## src/rtl/bpred_pkg.sv

```systemverilog
// rtl/bpred_pkg.sv - shared widths, byte-enables and update-queue entry for the predictor update path
package bpred_pkg;

   localparam int BIMODAL_IDX_W = 8;
   localparam int BIMODAL_CNT_W = 2;
   localparam int BIMODAL_W     = 12;
   localparam int CARRY_W       = 9;
   localparam int BTB_W         = 30;

   localparam logic [3:0] BE_BIMODAL_ONLY = 4'b0001;
   localparam logic [3:0] BE_FULL         = 4'b1111;

   typedef struct packed {
      logic [31:0]          pc4;
      logic [31:0]          target;
      logic                 taken;
      logic                 miss;
      logic [BIMODAL_W-1:0] bimodal;
      logic [CARRY_W-1:0]   carry;
   } bpred_upd_t;

   // A taken branch with the right direction still misses if the BTB target was stale.
   function automatic logic is_miss(input logic p_dir, input logic taken,
                                    input logic [31:0] p_target, input logic [31:0] target);
      return (p_dir != taken) || (taken && (p_target != target));
   endfunction

endpackage

```

## src/rtl/bpred_upd_fifo.sv

```systemverilog
// rtl/bpred_upd_fifo.sv - synchronous FIFO of predictor update entries with full/empty/count
module bpred_upd_fifo
   import bpred_pkg::*;
#(
   parameter int DEPTH = 4
) (
   input  logic                     clk,
   input  logic                     reset_n,
   input  logic                     i_push,
   input  bpred_upd_t               i_push_data,
   input  logic                     i_pop,
   output bpred_upd_t               o_head,
   output logic                     o_full,
   output logic                     o_empty,
   output logic [$clog2(DEPTH):0]   o_count
);

   localparam int AW = $clog2(DEPTH);
   localparam int CW = AW + 1;

   logic [AW-1:0] r_wr_ptr;
   logic [AW-1:0] r_rd_ptr;
   logic [CW-1:0] r_count;
   bpred_upd_t    r_mem [DEPTH];

   logic w_push;
   logic w_pop;

   assign o_full  = (r_count == CW'(DEPTH));
   assign o_empty = (r_count == '0);
   assign o_count = r_count;
   assign o_head  = r_mem[r_rd_ptr];

   assign w_push = i_push && !o_full;
   assign w_pop  = i_pop && !o_empty;

   // DEPTH is a power of two, so pointers wrap by plain overflow.
   always_ff @(posedge clk or negedge reset_n) begin
      if (!reset_n) begin
         r_wr_ptr <= '0;
         r_rd_ptr <= '0;
         r_count  <= '0;
      end else begin
         if (w_push) r_wr_ptr <= r_wr_ptr + AW'(1);
         if (w_pop)  r_rd_ptr <= r_rd_ptr + AW'(1);
         case ({w_push, w_pop})
            2'b10:   r_count <= r_count + CW'(1);
            2'b01:   r_count <= r_count - CW'(1);
            default: r_count <= r_count;
         endcase
      end
   end

   always_ff @(posedge clk) begin
      if (w_push) r_mem[r_wr_ptr] <= i_push_data;
   end

endmodule

```

## src/rtl/bpred_update_ctrl.sv

```systemverilog
// rtl/bpred_update_ctrl.sv - resolves branch outcome, issues mispredict redirect, queues predictor updates
module bpred_update_ctrl
   import bpred_pkg::*;
#(
   parameter int QDEPTH = 4
) (
   input  logic                     clk,
   input  logic                     reset_n,
   input  logic                     ex_valid,
   output logic                     ex_ready,
   input  logic [31:0]              ex_pc4,
   input  logic                     ex_taken,
   input  logic [31:0]              ex_target,
   input  logic                     ex_p_dir,
   input  logic [31:0]              ex_p_target,
   input  logic [BIMODAL_W-1:0]     ex_bimodal,
   input  logic [CARRY_W-1:0]       ex_carry,
   input  logic                     soin_bpredictor_stall,
   output logic                     execute_bpredictor_update,
   output logic [31:0]              execute_bpredictor_PC4,
   output logic [31:0]              execute_bpredictor_target,
   output logic                     execute_bpredictor_dir,
   output logic                     execute_bpredictor_miss,
   output logic [BIMODAL_W-1:0]     execute_bpredictor_bimodal,
   output logic [BTB_W-1:0]         up_btb_data,
   output logic [CARRY_W-1:0]       up_carry_data,
   output logic [3:0]               byte_en,
   output logic                     redirect_valid,
   output logic [31:0]              redirect_pc,
   output logic [$clog2(QDEPTH):0]  queue_count
);

   logic        w_accept;
   logic        w_miss;
   logic        w_full;
   logic        w_empty;
   logic        w_pop;
   bpred_upd_t  w_entry;
   bpred_upd_t  w_head;
   bpred_upd_t  w_head_vis;

   logic        r_redirect_valid;
   logic [31:0] r_redirect_pc;

   assign ex_ready = !w_full;
   assign w_accept = ex_valid && ex_ready;
   assign w_miss   = is_miss(ex_p_dir, ex_taken, ex_p_target, ex_target);
   assign w_pop    = !w_empty && !soin_bpredictor_stall;

   // Not-taken entries store the fall-through PC so the BTB data is always defined.
   always_comb begin
      w_entry         = '0;
      w_entry.pc4     = ex_pc4;
      w_entry.target  = ex_taken ? ex_target : ex_pc4;
      w_entry.taken   = ex_taken;
      w_entry.miss    = w_miss;
      w_entry.bimodal = ex_bimodal;
      w_entry.carry   = ex_carry;
   end

   bpred_upd_fifo #(.DEPTH(QDEPTH)) u_fifo (
      .clk         (clk),
      .reset_n     (reset_n),
      .i_push      (w_accept),
      .i_push_data (w_entry),
      .i_pop       (w_pop),
      .o_head      (w_head),
      .o_full      (w_full),
      .o_empty     (w_empty),
      .o_count     (queue_count)
   );

   always_ff @(posedge clk or negedge reset_n) begin
      if (!reset_n) begin
         r_redirect_valid <= 1'b0;
         r_redirect_pc    <= '0;
      end else begin
         r_redirect_valid <= w_accept && w_miss;
         if (w_accept && w_miss) r_redirect_pc <= ex_taken ? ex_target : ex_pc4;
      end
   end

   // An empty queue presents all-zero head fields, which also covers the reset state.
   assign w_head_vis = w_empty ? '0 : w_head;

   assign execute_bpredictor_update  = !w_empty;
   assign execute_bpredictor_PC4     = w_head_vis.pc4;
   assign execute_bpredictor_target  = w_head_vis.target;
   assign execute_bpredictor_dir     = w_head_vis.taken;
   assign execute_bpredictor_miss    = w_head_vis.miss;
   assign execute_bpredictor_bimodal = w_head_vis.bimodal;
   assign up_btb_data                = w_head_vis.target[31:2];
   assign up_carry_data              = w_head_vis.carry;
   assign byte_en                    = w_empty ? 4'b0000 :
                                       (w_head_vis.taken ? BE_FULL : BE_BIMODAL_ONLY);

   assign redirect_valid = r_redirect_valid;
   assign redirect_pc    = r_redirect_pc;

endmodule
```

## config.mk

```make
export PLATFORM = sky130hd
export DESIGN_NAME = bpred_update_ctrl
export DESIGN_NICKNAME = d
export VERILOG_FILES = /design/src/rtl/bpred_pkg.sv /design/src/rtl/bpred_upd_fifo.sv /design/src/rtl/bpred_update_ctrl.sv
export SDC_FILE = /design/constraint.sdc
export NUM_CORES = 1
export LEC_CHECK = 0
export CORE_UTILIZATION = 48
export CTS_CLUSTER_SIZE = 25
export DETAILED_ROUTE_END_ITERATION = 8
export PLACE_DENSITY_LB_ADDON = 0.08
export SYNTH_ARGS = -nofsm -noshare
export SYNTH_HDL_FRONTEND = slang
export SYNTH_SLANG_ARGS = --single-unit
```

## constraint.sdc

```tcl
create_clock -name clk -period 3.3 [get_ports clk]
set_input_delay 0.33 -clock clk [delete_from_list [all_inputs] [get_ports clk]]
set_output_delay 0.33 -clock clk [all_outputs]
set_load 0.005 [all_outputs]
```

==> results.yml <==
yosys:
  synthArstFlopShare_pct: 10.3
  synth_top_family_by_area: "multiplexers"
  synth.avg_cell_area_um2: 20.3
  ys_seq_elements: 388
  synth_simple_gate_area_share_pct: 4.52
  synth.most_common_cell: "edfxtp_1"
  synth.largest_area_cell: "edfxtp_1"
  syn_nets: 911
  yosysTopAreaCellShare_pct: 65.9
  synthAdderAreaFrac_pct: 0.521
  synth_seq_area_share_pct: 72.3
  synthCells: 782
  synth_commonest_cells: "348 x edfxtp_1, 88 x and2_1, 87 x mux4_2, 40 x dfrtp_1, 35 x buf_4"
  yosys_warnings: 0
  synth_ff_type: "edfxtp_1"
  synth-edff-count: 348
  synth_cell_types: 33
  syn_area_mm2: 0.0158
  synthTopCellsByArea: "edfxtp_1 66%, mux4_2 12%, dfrtp_1 6.3%, and2_1 3.5%, mux2_4 2.7%"
  synthXorXnorAreaFrac_pct: 1.93
  synthMuxAreaShare_pct: 17.6
  synth_compound_area_share_pct: 0.221
final_layout:
  nFillCells: 2367
  area_delta_synth_final_pct: 29.6
  drive_gt1_share_pct: 22.5
  fin_nets: 1184
  final_core_util_pct: 63.1
timing:
  finalClockSkew_ns: 0.0108
  finalMaxSlewViolations: 0
  finalCritPeriodShare_pct: 90.4
  tightest_slew_ns: 0.929
  fin_crit_ns: 2.98
  hold_viol: 0
  fin_ws_ns: 0.318
  max_freq_mhz: 335
  grt_setup_unrepaired: "no"
  slew-limit-headroom_pct: 37.5
  setup_viol: 0
  holdWs_ns: 0.293
  setup_tns_ns: 0
critical_path:
  path_cells: "or3_4, buf_6, and2_1, clkdlybuf4s50_1"
  start_kind: "flip-flop"
  cp_num_cells: 4
  slowest_stage: "clkdlybuf4s50_1"
  path_delay_family: "buffers and inverters"
  crit_buf_inv: 2
  r2r_cells: 7
  cp_slowest_stage_delay_ns: 0.53
  cp-end-kind: "primary output"
  crit-reg2reg-capture: "redirect_pc[14]"
  endpoint: "up_btb_data[23]"
  crit_start: "u_fifo.o_count[0]"
  crit_fanout: 52
  reg2reg_slack_ns: 0.63
  cp_data_arrival_time_ns: 2.65
  worstReg2RegStart: "u_fifo.o_count[0]"
  worstPathRequired_ns: 2.97
  critPathKind: "reg2out"
clock_network:
  htreeDepth: 2
  clockRootBuffer: "clkbuf_16"
  cts_buffers: 41
  cts.sinks: 388
  clock_latency_ns: 0.53
  cts_tree: "done"
  clockBufferDepth: 3
  post-cts-setup-buffers: 0
  cts.clk_slew.worst_paths_ns: 0.06
placement:
  hpwlAfterDp_um: 22900
  preCtsSetupSlack_ns: -0.0937
  gp_congestion: 0.763
  numPortBuffers: 281
routing:
  num_vias: 8161
  drt_iter0_drc: 518
  dr.pass1.iters: 5
  totalWireLength_um: 35800
  viasPerCell: 5.33
  post_drt_wl_per_cell_um: 23.4
  drc: 0
  antenna_left: 0
outcome:
  status: "finished clean"
floorplan:
  die_h_um: 184
  start_util_pct: 48.7
  std_cell_rows: 66
  die_w_um: 184
  coreArea_mm2: 0.0325
  die_area_mm2: 0.0337
  ioPinCount: 282
global_route:
  grt_use_total_pct: 21.4
  grt_pass1_vias: 8388
  antenna_found_initial: 5
  grt-ovfl-total: 0
  grt_pass1_wl_um: 52700
  grt_max_degree: 88
min_path:
  hold_path_class: "in2async"
pwr:
  ir_drop_mv: 0.844
  pwr_density_cell_mw_per_mm2: 928
  p_leak_nw: 7.01
job:
  max_cap_violations: 0
registers in the layout, indices dropped and copies added, names as in the netlist:
name	count
u_fifo.r_wr_ptr	2
u_fifo.o_count	3
redirect_pc	32
u_fifo.r_mem	348
u_fifo.r_rd_ptr	2
redirect_valid	1
metrics by stage:
stage | cells | area, um^2 | total power [mW]
3_3_place_gp | 1453 | 19100 | 14.3
3_5_place_dp | 1453 | 19100 | 14.4
4_1_cts | 1529 | 20500 | 19.3
2_1_floorplan | 782 | 15800 | 10.8
5_1_grt | 1531 | 20500 | 20.0
6_report | 1532 | 20500 | 19.1
layout by cell type (no fill, tap or decap), drive strengths merged:
| master | instances |
|---|---|
| nand2 | 6 |
| mux4 | 87 |
| mux2 | 64 |
| nand4 | 1 |
| dfrtp | 40 |
| clkbuf | 55 |
| bufinv | 7 |
| a2111oi | 1 |
| and3 | 4 |
| inv | 12 |
| clkinv | 10 |
| diode | 3 |
| nand3 | 2 |
| xnor2 | 5 |
| nor2 | 3 |
| nor3 | 2 |
| fa | 1 |
| a222oi | 1 |
| dlygate4sd3 | 1 |
| or3 | 1 |
| clkdlybuf4s50 | 279 |
| o21ai | 2 |
| buf | 21 |
| clkinvlp | 1 |
| ha | 5 |
| nor4 | 7 |
| and2 | 88 |
| nor2b | 3 |
| edfxtp | 348 |
| xor2 | 30 |
routing by layer:
| metal | up-vias | global-route usage [%] | wire length, um |
|---|---|---|---|
| met3 | 48 | 4.18 | 2260 |
| met1 | 4224 | 29.6 | 15300 |
| li1 | 3592 | - | - |
| met2 | 293 | 34.6 | 17500 |
| met5 | - | 0 | 25 |
| met4 | 4 | 6.53 | 702 |
report_power, final:
part	internal [mW]	switching, mW
Clock	3.06	1.84
Sequential	6.53	0.347
Combinational	4.35	2.94
worst min path at each step:
stage	startpoint	depth (start not counted)	endpoint	slack, ns
finish	reset_n	2	redirect_pc[14]	0.29
CTS	reset_n	2	redirect_pc[9]	0.30
detailed placement	reset_n	1	redirect_pc[14]	0.32
floorplan	reset_n	0	redirect_pc[0]	0.03
global placement	reset_n	1	redirect_pc[14]	0.31
global route	reset_n	2	redirect_pc[11]	0.34
logic make-up (layout without fill, tap and decap cells):
logic type,after synthesis,count (layout)
xor gates and xnor gates,35,35
adders and majority gates,6,6
other,0,3
buffers and inverters,81,386
AOI/OAI and AO/OA,4,4
and+or+nand+nor,117,117
muxes,151,151
DFF,388,388
what timing repair did:
action | CTS | global route
endpoints found under the setup margin | 0 | 1
hold buffers | 1 | 0
endpoints found under the hold margin | 16 | 0
resized for setup | 0 | 1
final cells by class:
cell class	count	area (um^2)	area share, %
Sequential cell	388	11500	55.8
Multi-Input combinational cell	313	3960	19.3
Timing Repair Buffer	301	3060	14.9
Clock buffer	55	1180	5.75
Tap cell	442	553	2.69
Clock inverter	20	284	1.38
Inverter	10	37.5	0.183
Antenna cell	3	7.51	0.0365
Power figures use the tool's default switching activity.
